File: config.mk
export PLATFORM = sky130hd
export DESIGN_NAME = sc_statemachine_players
export DESIGN_NICKNAME = d
export VERILOG_FILES = /design/src/rtl/sc_game_pkg.sv /design/src/rtl/sc_player_movefsm.sv /design/src/rtl/sc_statemachine_players.sv
export SDC_FILE = /design/constraint.sdc
export NUM_CORES = 1
export LEC_CHECK = 0
export ABC_AREA = 1
export ABC_CLOCK_PERIOD_IN_PS = 1800
export CAP_MARGIN = 10
export CORE_UTILIZATION = 55
export DETAILED_ROUTE_END_ITERATION = 6
export GPL_TIMING_DRIVEN = 0
export PLACE_DENSITY = 0.8
export RECOVER_POWER = 25
export SETUP_SLACK_MARGIN = 0.3
export SYNTH_ARGS = -nofsm -noshare
export SYNTH_HDL_FRONTEND = slang
export SYNTH_SLANG_ARGS = --single-unit
File: constraint.sdc
create_clock -name SC_STATEMACHINE_PLAYERS_CLOCK_50 -period 1.8 [get_ports SC_STATEMACHINE_PLAYERS_CLOCK_50]
set_input_delay 0.18 -clock SC_STATEMACHINE_PLAYERS_CLOCK_50 [delete_from_list [all_inputs] [get_ports SC_STATEMACHINE_PLAYERS_CLOCK_50]]
set_output_delay 0.18 -clock SC_STATEMACHINE_PLAYERS_CLOCK_50 [all_outputs]
set_load 0.1 [all_outputs]
File: src/rtl/sc_game_pkg.sv
// rtl/sc_game_pkg.sv - shared encodings and state types for the board game move controller
package sc_game_pkg;

    localparam logic [1:0] SHIFT_HOLD  = 2'b11;
    localparam logic [1:0] SHIFT_LEFT  = 2'b01;
    localparam logic [1:0] SHIFT_RIGHT = 2'b10;

    typedef enum logic [1:0] {
        SEQ_RESET      = 2'd0,
        SEQ_IDLE       = 2'd1,
        SEQ_CLEAR      = 2'd2,
        SEQ_START_HOLD = 2'd3
    } seq_state_t;

    typedef enum logic [2:0] {
        MV_CHECK    = 3'd0,
        MV_LEFT     = 3'd1,
        MV_RIGHT    = 3'd2,
        MV_HOLD     = 3'd3,
        MV_WAIT_REL = 3'd4
    } mv_state_t;

    function automatic logic [1:0] mv_shift_code(input mv_state_t s);
        case (s)
            MV_LEFT:  return SHIFT_LEFT;
            MV_RIGHT: return SHIFT_RIGHT;
            default:  return SHIFT_HOLD;
        endcase
    endfunction

endpackage

File: src/rtl/sc_player_movefsm.sv
// rtl/sc_player_movefsm.sv - per-player move FSM: button presses to one-cycle shift
// commands, with hold-to-repeat and left+right conflict rejection
import sc_game_pkg::*;

module sc_player_movefsm #(
    parameter int REPEAT_EN     = 1,
    parameter int REPEAT_DELAY  = 4,
    parameter int REPEAT_PERIOD = 2,
    parameter int CNT_W         = 3
) (
    input  logic       clk,
    input  logic       rst_n,
    input  logic       left_n,
    input  logic       right_n,
    input  logic       left_room,
    input  logic       right_room,
    input  logic       inhibit,
    output logic [1:0] shift
);

    // The counter is loaded in the pulse cycle and a repeat fires when it reads 1,
    // so loading N-1 places the next pulse exactly N cycles after the current one.
    localparam logic [CNT_W-1:0] LOAD_DELAY  = CNT_W'(REPEAT_DELAY - 1);
    localparam logic [CNT_W-1:0] LOAD_PERIOD = CNT_W'(REPEAT_PERIOD - 1);
    localparam logic [CNT_W-1:0] CNT_ONE     = CNT_W'(1);
    localparam logic [CNT_W-1:0] CNT_ZERO    = '0;

    mv_state_t        state_q, state_d;
    logic [CNT_W-1:0] cnt_q, cnt_d;
    logic             dir_q, dir_d;
    logic             first_q, first_d;
    logic             held_n;
    logic             held_room;

    always_ff @(posedge clk or negedge rst_n) begin
        if (!rst_n) begin
            state_q <= MV_CHECK;
            cnt_q   <= CNT_ZERO;
            dir_q   <= 1'b0;
            first_q <= 1'b0;
        end else begin
            state_q <= state_d;
            cnt_q   <= cnt_d;
            dir_q   <= dir_d;
            first_q <= first_d;
        end
    end

    // dir_q: 0 = left, 1 = right
    always_comb begin
        state_d   = state_q;
        cnt_d     = cnt_q;
        dir_d     = dir_q;
        first_d   = first_q;
        held_n    = dir_q ? right_n : left_n;
        held_room = dir_q ? right_room : left_room;
        case (state_q)
            MV_CHECK: begin
                if (inhibit) begin
                    state_d = MV_WAIT_REL;
                end else if (!left_n && right_n) begin
                    if (left_room) begin
                        state_d = MV_LEFT;
                        dir_d   = 1'b0;
                        first_d = 1'b1;
                    end else begin
                        state_d = MV_WAIT_REL;
                    end
                end else if (!right_n && left_n) begin
                    if (right_room) begin
                        state_d = MV_RIGHT;
                        dir_d   = 1'b1;
                        first_d = 1'b1;
                    end else begin
                        state_d = MV_WAIT_REL;
                    end
                end
            end
            MV_LEFT, MV_RIGHT: begin
                cnt_d   = first_q ? LOAD_DELAY : LOAD_PERIOD;
                state_d = MV_HOLD;
            end
            MV_HOLD: begin
                cnt_d = (cnt_q != CNT_ZERO) ? cnt_q - CNT_ONE : CNT_ZERO;
                if (held_n) begin
                    state_d = MV_CHECK;
                end else if (inhibit) begin
                    state_d = MV_WAIT_REL;
                end else if ((REPEAT_EN != 0) && (cnt_q <= CNT_ONE)) begin
                    if (held_room) begin
                        state_d = dir_q ? MV_RIGHT : MV_LEFT;
                        first_d = 1'b0;
                    end else begin
                        cnt_d = LOAD_PERIOD;
                    end
                end
            end
            MV_WAIT_REL: begin
                if (left_n && right_n && !inhibit) begin
                    state_d = MV_CHECK;
                end
            end
            default: state_d = MV_CHECK;
        endcase
    end

    always_comb begin
        shift = mv_shift_code(state_q);
    end

endmodule

File: src/rtl/sc_statemachine_players.sv
// rtl/sc_statemachine_players.sv - multi-player move controller: shared start/clear
// sequencer plus one move FSM per player
import sc_game_pkg::*;

module sc_statemachine_players #(
    parameter int NPLAYERS      = 2,
    parameter int REPEAT_EN     = 1,
    parameter int REPEAT_DELAY  = 4,
    parameter int REPEAT_PERIOD = 2,
    parameter int CNT_W         =
        $clog2((REPEAT_DELAY > REPEAT_PERIOD) ? REPEAT_DELAY : REPEAT_PERIOD) + 1
) (
    input  logic                  SC_STATEMACHINE_PLAYERS_CLOCK_50,
    input  logic                  SC_STATEMACHINE_PLAYERS_RESET_InLow,
    input  logic                  SC_STATEMACHINE_PLAYERS_startButton_InLow,
    input  logic [NPLAYERS-1:0]   SC_STATEMACHINE_PLAYERS_leftButton_InLow,
    input  logic [NPLAYERS-1:0]   SC_STATEMACHINE_PLAYERS_rightButton_InLow,
    input  logic [NPLAYERS-1:0]   SC_STATEMACHINE_PLAYERS_leftcomparator_InLow,
    input  logic [NPLAYERS-1:0]   SC_STATEMACHINE_PLAYERS_rightcomparator_InLow,
    output logic                  SC_STATEMACHINE_PLAYERS_clear_OutLow,
    output logic [2*NPLAYERS-1:0] SC_STATEMACHINE_PLAYERS_shiftselection_Out
);

    seq_state_t seq_q, seq_d;
    logic       inhibit;

    always_ff @(posedge SC_STATEMACHINE_PLAYERS_CLOCK_50 or
                negedge SC_STATEMACHINE_PLAYERS_RESET_InLow) begin
        if (!SC_STATEMACHINE_PLAYERS_RESET_InLow) begin
            seq_q <= SEQ_RESET;
        end else begin
            seq_q <= seq_d;
        end
    end

    always_comb begin
        seq_d = seq_q;
        case (seq_q)
            SEQ_RESET: seq_d = SEQ_IDLE;
            SEQ_IDLE: begin
                if (!SC_STATEMACHINE_PLAYERS_startButton_InLow) begin
                    seq_d = SEQ_CLEAR;
                end
            end
            SEQ_CLEAR: seq_d = SEQ_START_HOLD;
            SEQ_START_HOLD: begin
                if (SC_STATEMACHINE_PLAYERS_startButton_InLow) begin
                    seq_d = SEQ_IDLE;
                end
            end
            default: seq_d = SEQ_IDLE;
        endcase
    end

    // Players are frozen whenever the sequencer is anywhere but IDLE.
    always_comb begin
        SC_STATEMACHINE_PLAYERS_clear_OutLow = (seq_q != SEQ_CLEAR);
        inhibit                              = (seq_q != SEQ_IDLE);
    end

    for (genvar p = 0; p < NPLAYERS; p++) begin : g_player
        sc_player_movefsm #(
            .REPEAT_EN    (REPEAT_EN),
            .REPEAT_DELAY (REPEAT_DELAY),
            .REPEAT_PERIOD(REPEAT_PERIOD),
            .CNT_W        (CNT_W)
        ) u_movefsm (
            .clk       (SC_STATEMACHINE_PLAYERS_CLOCK_50),
            .rst_n     (SC_STATEMACHINE_PLAYERS_RESET_InLow),
            .left_n    (SC_STATEMACHINE_PLAYERS_leftButton_InLow[p]),
            .right_n   (SC_STATEMACHINE_PLAYERS_rightButton_InLow[p]),
            .left_room (SC_STATEMACHINE_PLAYERS_leftcomparator_InLow[p]),
            .right_room(SC_STATEMACHINE_PLAYERS_rightcomparator_InLow[p]),
            .inhibit   (inhibit),
            .shift     (SC_STATEMACHINE_PLAYERS_shiftselection_Out[2*p+1:2*p])
        );
    end

endmodule
# ---- Word-level counts from Yosys, hierarchy flattened
# Index checks and enable logic that the tools add are counted.
dict set report totals {
  register_bits 18
  inputBits 11
  output_inout_bits 5
  wordCells 161
}
dict set report op_classes {
  add_sub_neg 2
  magnitude_cmp 2
  n_eq_ne 41
  n_mux 71
  bitwise_logic 1
  reduce_logical 35
}
# cell n
set ops {}
lappend ops {{$mux W3} 30}
lappend ops {{$mux W1} 26}
lappend ops {{$ne A4 B1 Y1 const B} 6}
lappend ops {{$pmux W3 S4} 2}
lappend ops {{$ne A2 B2 Y1 const B} 11}
lappend ops {{$reduce_and A9 Y1} 2}
lappend ops {{$reduce_bool A2 Y1} 8}
lappend ops {{$ne A2 B1 Y1 const B} 7}
lappend ops {{$eq A3 B2 Y1 const B} 4}
lappend ops {{$mux W2} 6}
lappend ops {{$pmux W3 S2} 2}
lappend ops {{$reduce_and A5 Y1} 2}
lappend ops {{$logic_and A1 B1 Y1} 8}
lappend ops {{$pmux W2 S2} 2}
lappend ops {{$pmux W2 S4} 1}
lappend ops {{$reduce_and A4 Y1} 2}
lappend ops {{$eq A3 B1 Y1 const B} 2}
lappend ops {{$eq A3 B3 Y1 const B} 2}
lappend ops {{$le A3 B1 Y1 const B} 2}
lappend ops {{$logic_not A3 Y1} 2}
lappend ops {{$ne A3 B1 Y1 const B} 2}
lappend ops {{$ne A3 B2 Y1 const B} 2}
lappend ops {{$ne A3 B3 Y1 const B} 2}
lappend ops {{$reduce_bool A3 Y1} 2}
lappend ops {{9 further kinds} 17}

# ---- Longest topological paths before layout
dict set report depth {
  word_depth 7
  mapped_depth 10
  ltp_nobuf 10
}

# ---- By module
# Synthesis repeated with hierarchy kept, for this count alone.
dict set report unflattened {
  hier_cells 220
  hier_area_um2 1476.4
}
# mod instances cells_per_inst area_each_um2 seq_area_each_um2
set modules_own_cells {}
lappend modules_own_cells {{sc_player_movefsm at g_player[1].u_movefsm} 1 101 685.7 200.2}
lappend modules_own_cells {{sc_player_movefsm at g_player[0].u_movefsm} 1 97 635.6 200.2}
lappend modules_own_cells {sc_statemachine_players 1 22 155.1 50.0}

# ---- Worst setup path after synthesis
# Ideal clock, no wire load.
dict set report synth_timing {
  kind {reg2reg}
  startpoint {reg g_player[0].u_movefsm.state_q[2]}
  endpoint {reg g_player[0].u_movefsm.state_q[0]}
  setup_ns 0.066
  arrival_time_ns 1.833
  required_time_ns 1.734
  slack_ns -0.100
  stages_incl_launch_ff 7
  n_path_buf 0
  synth_period_minus_slack_ns 1.900
  path_cell_list {dfrtp_1 inv_1 nand3_1 nand2_1 nand3b_1 nand3_1 nand2_1}
}
dict set report synth_via {
  elab_chain_len 3
  word_cells_on_any_way 12
  classes_between {eq/ne (8); mux (1); reduce/logical (3)}
}
# element line_no
set synth_lines {}
lappend synth_lines {{start, declared} sc_player_movefsm.sv:28} ;# mv_state_t state_q, state_d;
lappend synth_lines {{start signal, assigned} sc_player_movefsm.sv:42} ;# state_q <= state_d;
lappend synth_lines {{$eq A3 B2 Y1, or another cell as far along} sc_player_movefsm.sv:57} ;# case (state_q)
lappend synth_lines {{$ne A4 B1 Y1 (no source line), or another cell as far along} --}
lappend synth_lines {{$reduce_and A4 Y1 (no source line) / $pmux W3 S4 (equally long branches)} --}
# Several ways; a longest one is shown, not always the timed one.
# A chain may end at the register's enable or synchronous reset.

# ---- Worst setup path in the final report
dict set report layout_timing {
  startpoint {reg seq_q[1]}
  endpoint {reg g_player[0].u_movefsm.first_q}
}
dict set report layout_via {
  elab_chain_len 3
  word_cells_on_any_way 4
  classes_between {eq/ne (3); reduce/logical (1)}
}
# element line_no
set layout_lines {}
lappend layout_lines {{start, declared} sc_statemachine_players.sv:24} ;# seq_state_t seq_q, seq_d;
lappend layout_lines {{start signal, assigned} sc_statemachine_players.sv:32} ;# seq_q <= seq_d;
lappend layout_lines {{$ne A2 B1 Y1 (*)} sc_statemachine_players.sv:58} ;# inhibit = (seq_q != SEQ_IDLE);
lappend layout_lines {{$ne A2 B2 Y1 (no source line)} --}
lappend layout_lines {{$reduce_and A9 Y1 (no source line) (*)} --}
lappend layout_lines {{end signal, assigned} sc_player_movefsm.sv:45} ;# first_q <= first_d;
lappend layout_lines {{end, declared} sc_player_movefsm.sv:31} ;# logic first_q, first_d;
# Mark *: on every way between the ends. The rest lies on a longest branch, timed or not.

==> flow_summary.json <==
{
  "arrival_ns": 1.70,
  "h-tree-depth": 1,
  "switching_share": 0.5031,
  "initial_core_util": 0.6053,
  "placementRows": 17,
  "rrSetupSlack_ns": 0.30,
  "critPathMaxFanout": 7,
  "grt_pass1_vias": 1329,
  "final_cell_mix": "nand2_1, nor2_1, nand3_1",
  "seq_area_frac_synth": 0.3270,
  "worst_clock_skew_ns": 0.01218,
  "clk_latency_ns": 0.31,
  "finalWirelength_um": 3204,
  "synthesis.area_um2": 1378,
  "finish.utilization": 0.7449,
  "cp-start-kind": "flip-flop",
  "dp_cells": 255,
  "grt_overflow": 0,
  "core-area_um2": 2276,
  "max_freq_mhz": 667.9,
  "p_clk_frac": 0.118,
  "final_common_cell": "nand2_1",
  "syn_to_final_growth_pct": 23.07,
  "hp-class": "in2async",
  "rsz0062_at_grt": "yes",
  "power_frac_seq": 0.323,
  "netlist_instances": 212,
  "drive_gt1_frac": 0.1545,
  "finalHoldViolCount": 0,
  "fin_cells": 261,
  "via_per_inst": 5.529,
  "r2r_cells": 9,
  "clock_sinks": 18,
  "timing.rr.start": "seq_q[1]",
  "regToRegEndpoint": "g_player[0].u_movefsm.first_q",
  "drtIter0Drc": 36,
  "status": "finished, final reports clean",
  "ys_types": 20,
  "cts_root_buf": "clkbuf_4",
  "seqCellArea_um2": 455.4,
  "power.density_nw_per_um2": 1350,
  "synth_area_per_cell_um2": 6.498,
  "nNetsFinal": 255,
  "period_needed_ns": 1.497,
  "cts_inserted_buffers": 3,
  "grt_max_degree": 19,
  "fin_crit_sh": 0.8318,
  "num_vias": 1443,
  "setup_viol": 0,
  "io_buffers": 15,
  "grt_pass1_wl_um": 5154,
  "io-pin-count": 16,
  "wl_per_cell_um": 12.28,
  "yosysWarnings": 0,
  "postCtsHoldBufs": 0,
  "cts_tree": "done",
  "track_usage": 0.2607,
  "intPower_uw": 1137,
  "peakVddDrop_uv": 953.3,
  "fin_hold_ws_ns": 0.3939,
  "die_y_um": 52.05,
  "fill_cells": 187,
  "p_leak_uw": 0.0008719,
  "dr.pass1.iters": 4,
  "end_kind": "flip-flop",
  "syn-num-nets": 233,
  "diodes": 0,
  "dp_hpwl_um": 2375,
  "multi_input_area_um2": 880.8,
  "synth_seq_cells": 18,
  "power_frac_comb": 0.559,
  "die-area_um2": 2709,
  "antenna_found_initial": 0,
  "die_w_um": 52.05,
  "worst_slew_pin_slew_ns": 0.8347,
  "globalplace.congestion": 0.8784,
  "required_ns": 2.00,
  "clk_pin_slew_ns": 0.12,
  "drc": 0,
  "max_cap_viol_count": 0,
  "final_antenna_net_count": 0,
  "power.switching_uw": 1151,
  "clk_path_buf_depth": 2,
  "slew_viol_final": 0,
  "crit_type": "reg2reg",
  "slew-limit-headroom": 0.4417
}
layer usage:
metal  vias up  wire length [um]  track usage
li1        718                 -            -
met1       653              1261       0.2550
met2        59              1694       0.5150
met3        13               179      0.04386
met4         0                69       0.1216
met5         -                 0            0
power by group through the flow:
stage               Clock [uW]  Combinational, uW  Sequential [uW]
floorplan                    0                886              692
global placement             0               1090              719
detailed placement           0               1120              728
CTS                        272               1140              721
global route               284               1440              763
finish                     270               1280              739
critical path, cell delays in order (launching register included):
cell        delay (ns)
dfrtp_1           0.45
inv_2             0.10
ha_4              0.18
clkinvlp_4        0.21
nand2_2           0.11
nand2_1           0.06
nor2_1            0.11
nand2_1           0.07
nand2_1           0.05
nand2_1           0.05
Yosys cell counts:
master	n	share of area
nand2_2	1	0.0045
ha_1	10	0.091
nor2_1	31	0.084
nand3_1	28	0.10
nand3b_1	2	0.011
nor3_2	1	0.0073
a21oi_1	4	0.015
inv_1	27	0.074
nand4_1	2	0.0091
nor3_1	2	0.0073
buf_2	1	0.0036
a21boi_0	2	0.011
o21a_1	2	0.011
nor2_4	1	0.0082
and3_2	1	0.0055
dfrtp_1	18	0.33
o21ai_0	12	0.044
nand2_1	64	0.17
nor2_2	2	0.0091
inv_2	1	0.0027
sequential cells by signal, summed over array words and instances (netlist names):
| name | flops |
|---|---|
| g_player.u_movefsm.cnt_q | 6 |
| g_player.u_movefsm.dir_q | 2 |
| g_player.u_movefsm.first_q | 2 |
| g_player.u_movefsm.state_q | 6 |
| seq_q | 2 |
cells by family (layout without fill, tap and decap cells):
logic type                 count (synthesis)  count (layout)  share of synthesized area
and+or+nand+nor                          135             135                     0.4223
buffers and inverters                     29              50                    0.07992
AOI/OAI and AO/OA                         20              20                    0.07992
DFF                                       18              18                     0.3270
adders and majority gates                 10              10                    0.09083
layout make-up:
cell class | count | area share
buffer | 1 | 0.004428
clock buffer | 4 | 0.02140
inverter | 28 | 0.06421
multi-input combinational | 165 | 0.5196
sequential | 18 | 0.2686
tap | 28 | 0.02066
timing repair buffer | 17 | 0.1011
repair_timing:
item / 4_1_cts / 5_1_grt
pin swaps: 0 / 2
setup buffers: 0 / 2
cloned: 0 / 0
endpoints found under the setup margin: 16 / 15
gates resized for setup: 32 / 20
worst max-delay path by stage:
stage | start | to
finish | seq_q[1] | g_player[0].u_movefsm.first_q
global route | seq_q[1] | seq_q[1]
CTS | seq_q[0] | SC_STATEMACHINE_PLAYERS_clear_OutLow
global placement | seq_q[0] | SC_STATEMACHINE_PLAYERS_clear_OutLow
detailed placement | seq_q[0] | SC_STATEMACHINE_PLAYERS_clear_OutLow
floorplan | g_player[0].u_movefsm.state_q[2] | g_player[0].u_movefsm.state_q[0]
metrics by stage:
| step | setup WS (ns) | cell area (um^2) | TNS (ns) | power (uW) |
|---|---|---|---|---|
| final | 0.3027 | 1695 | 0 | 2289 |
| after global routing | 0.2480 | 1695 | 0 | 2482 |
| after CTS | 0.2569 | 1622 | 0 | 2130 |
| after detailed placement | -0.2166 | 1593 | -0.8175 | 1850 |
| after global placement | -0.1764 | 1593 | -0.7157 | 1808 |
| after floorplan | -0.06667 | 1408 | -0.1204 | 1578 |
Note: power is estimated with default switching activity, not from simulation.
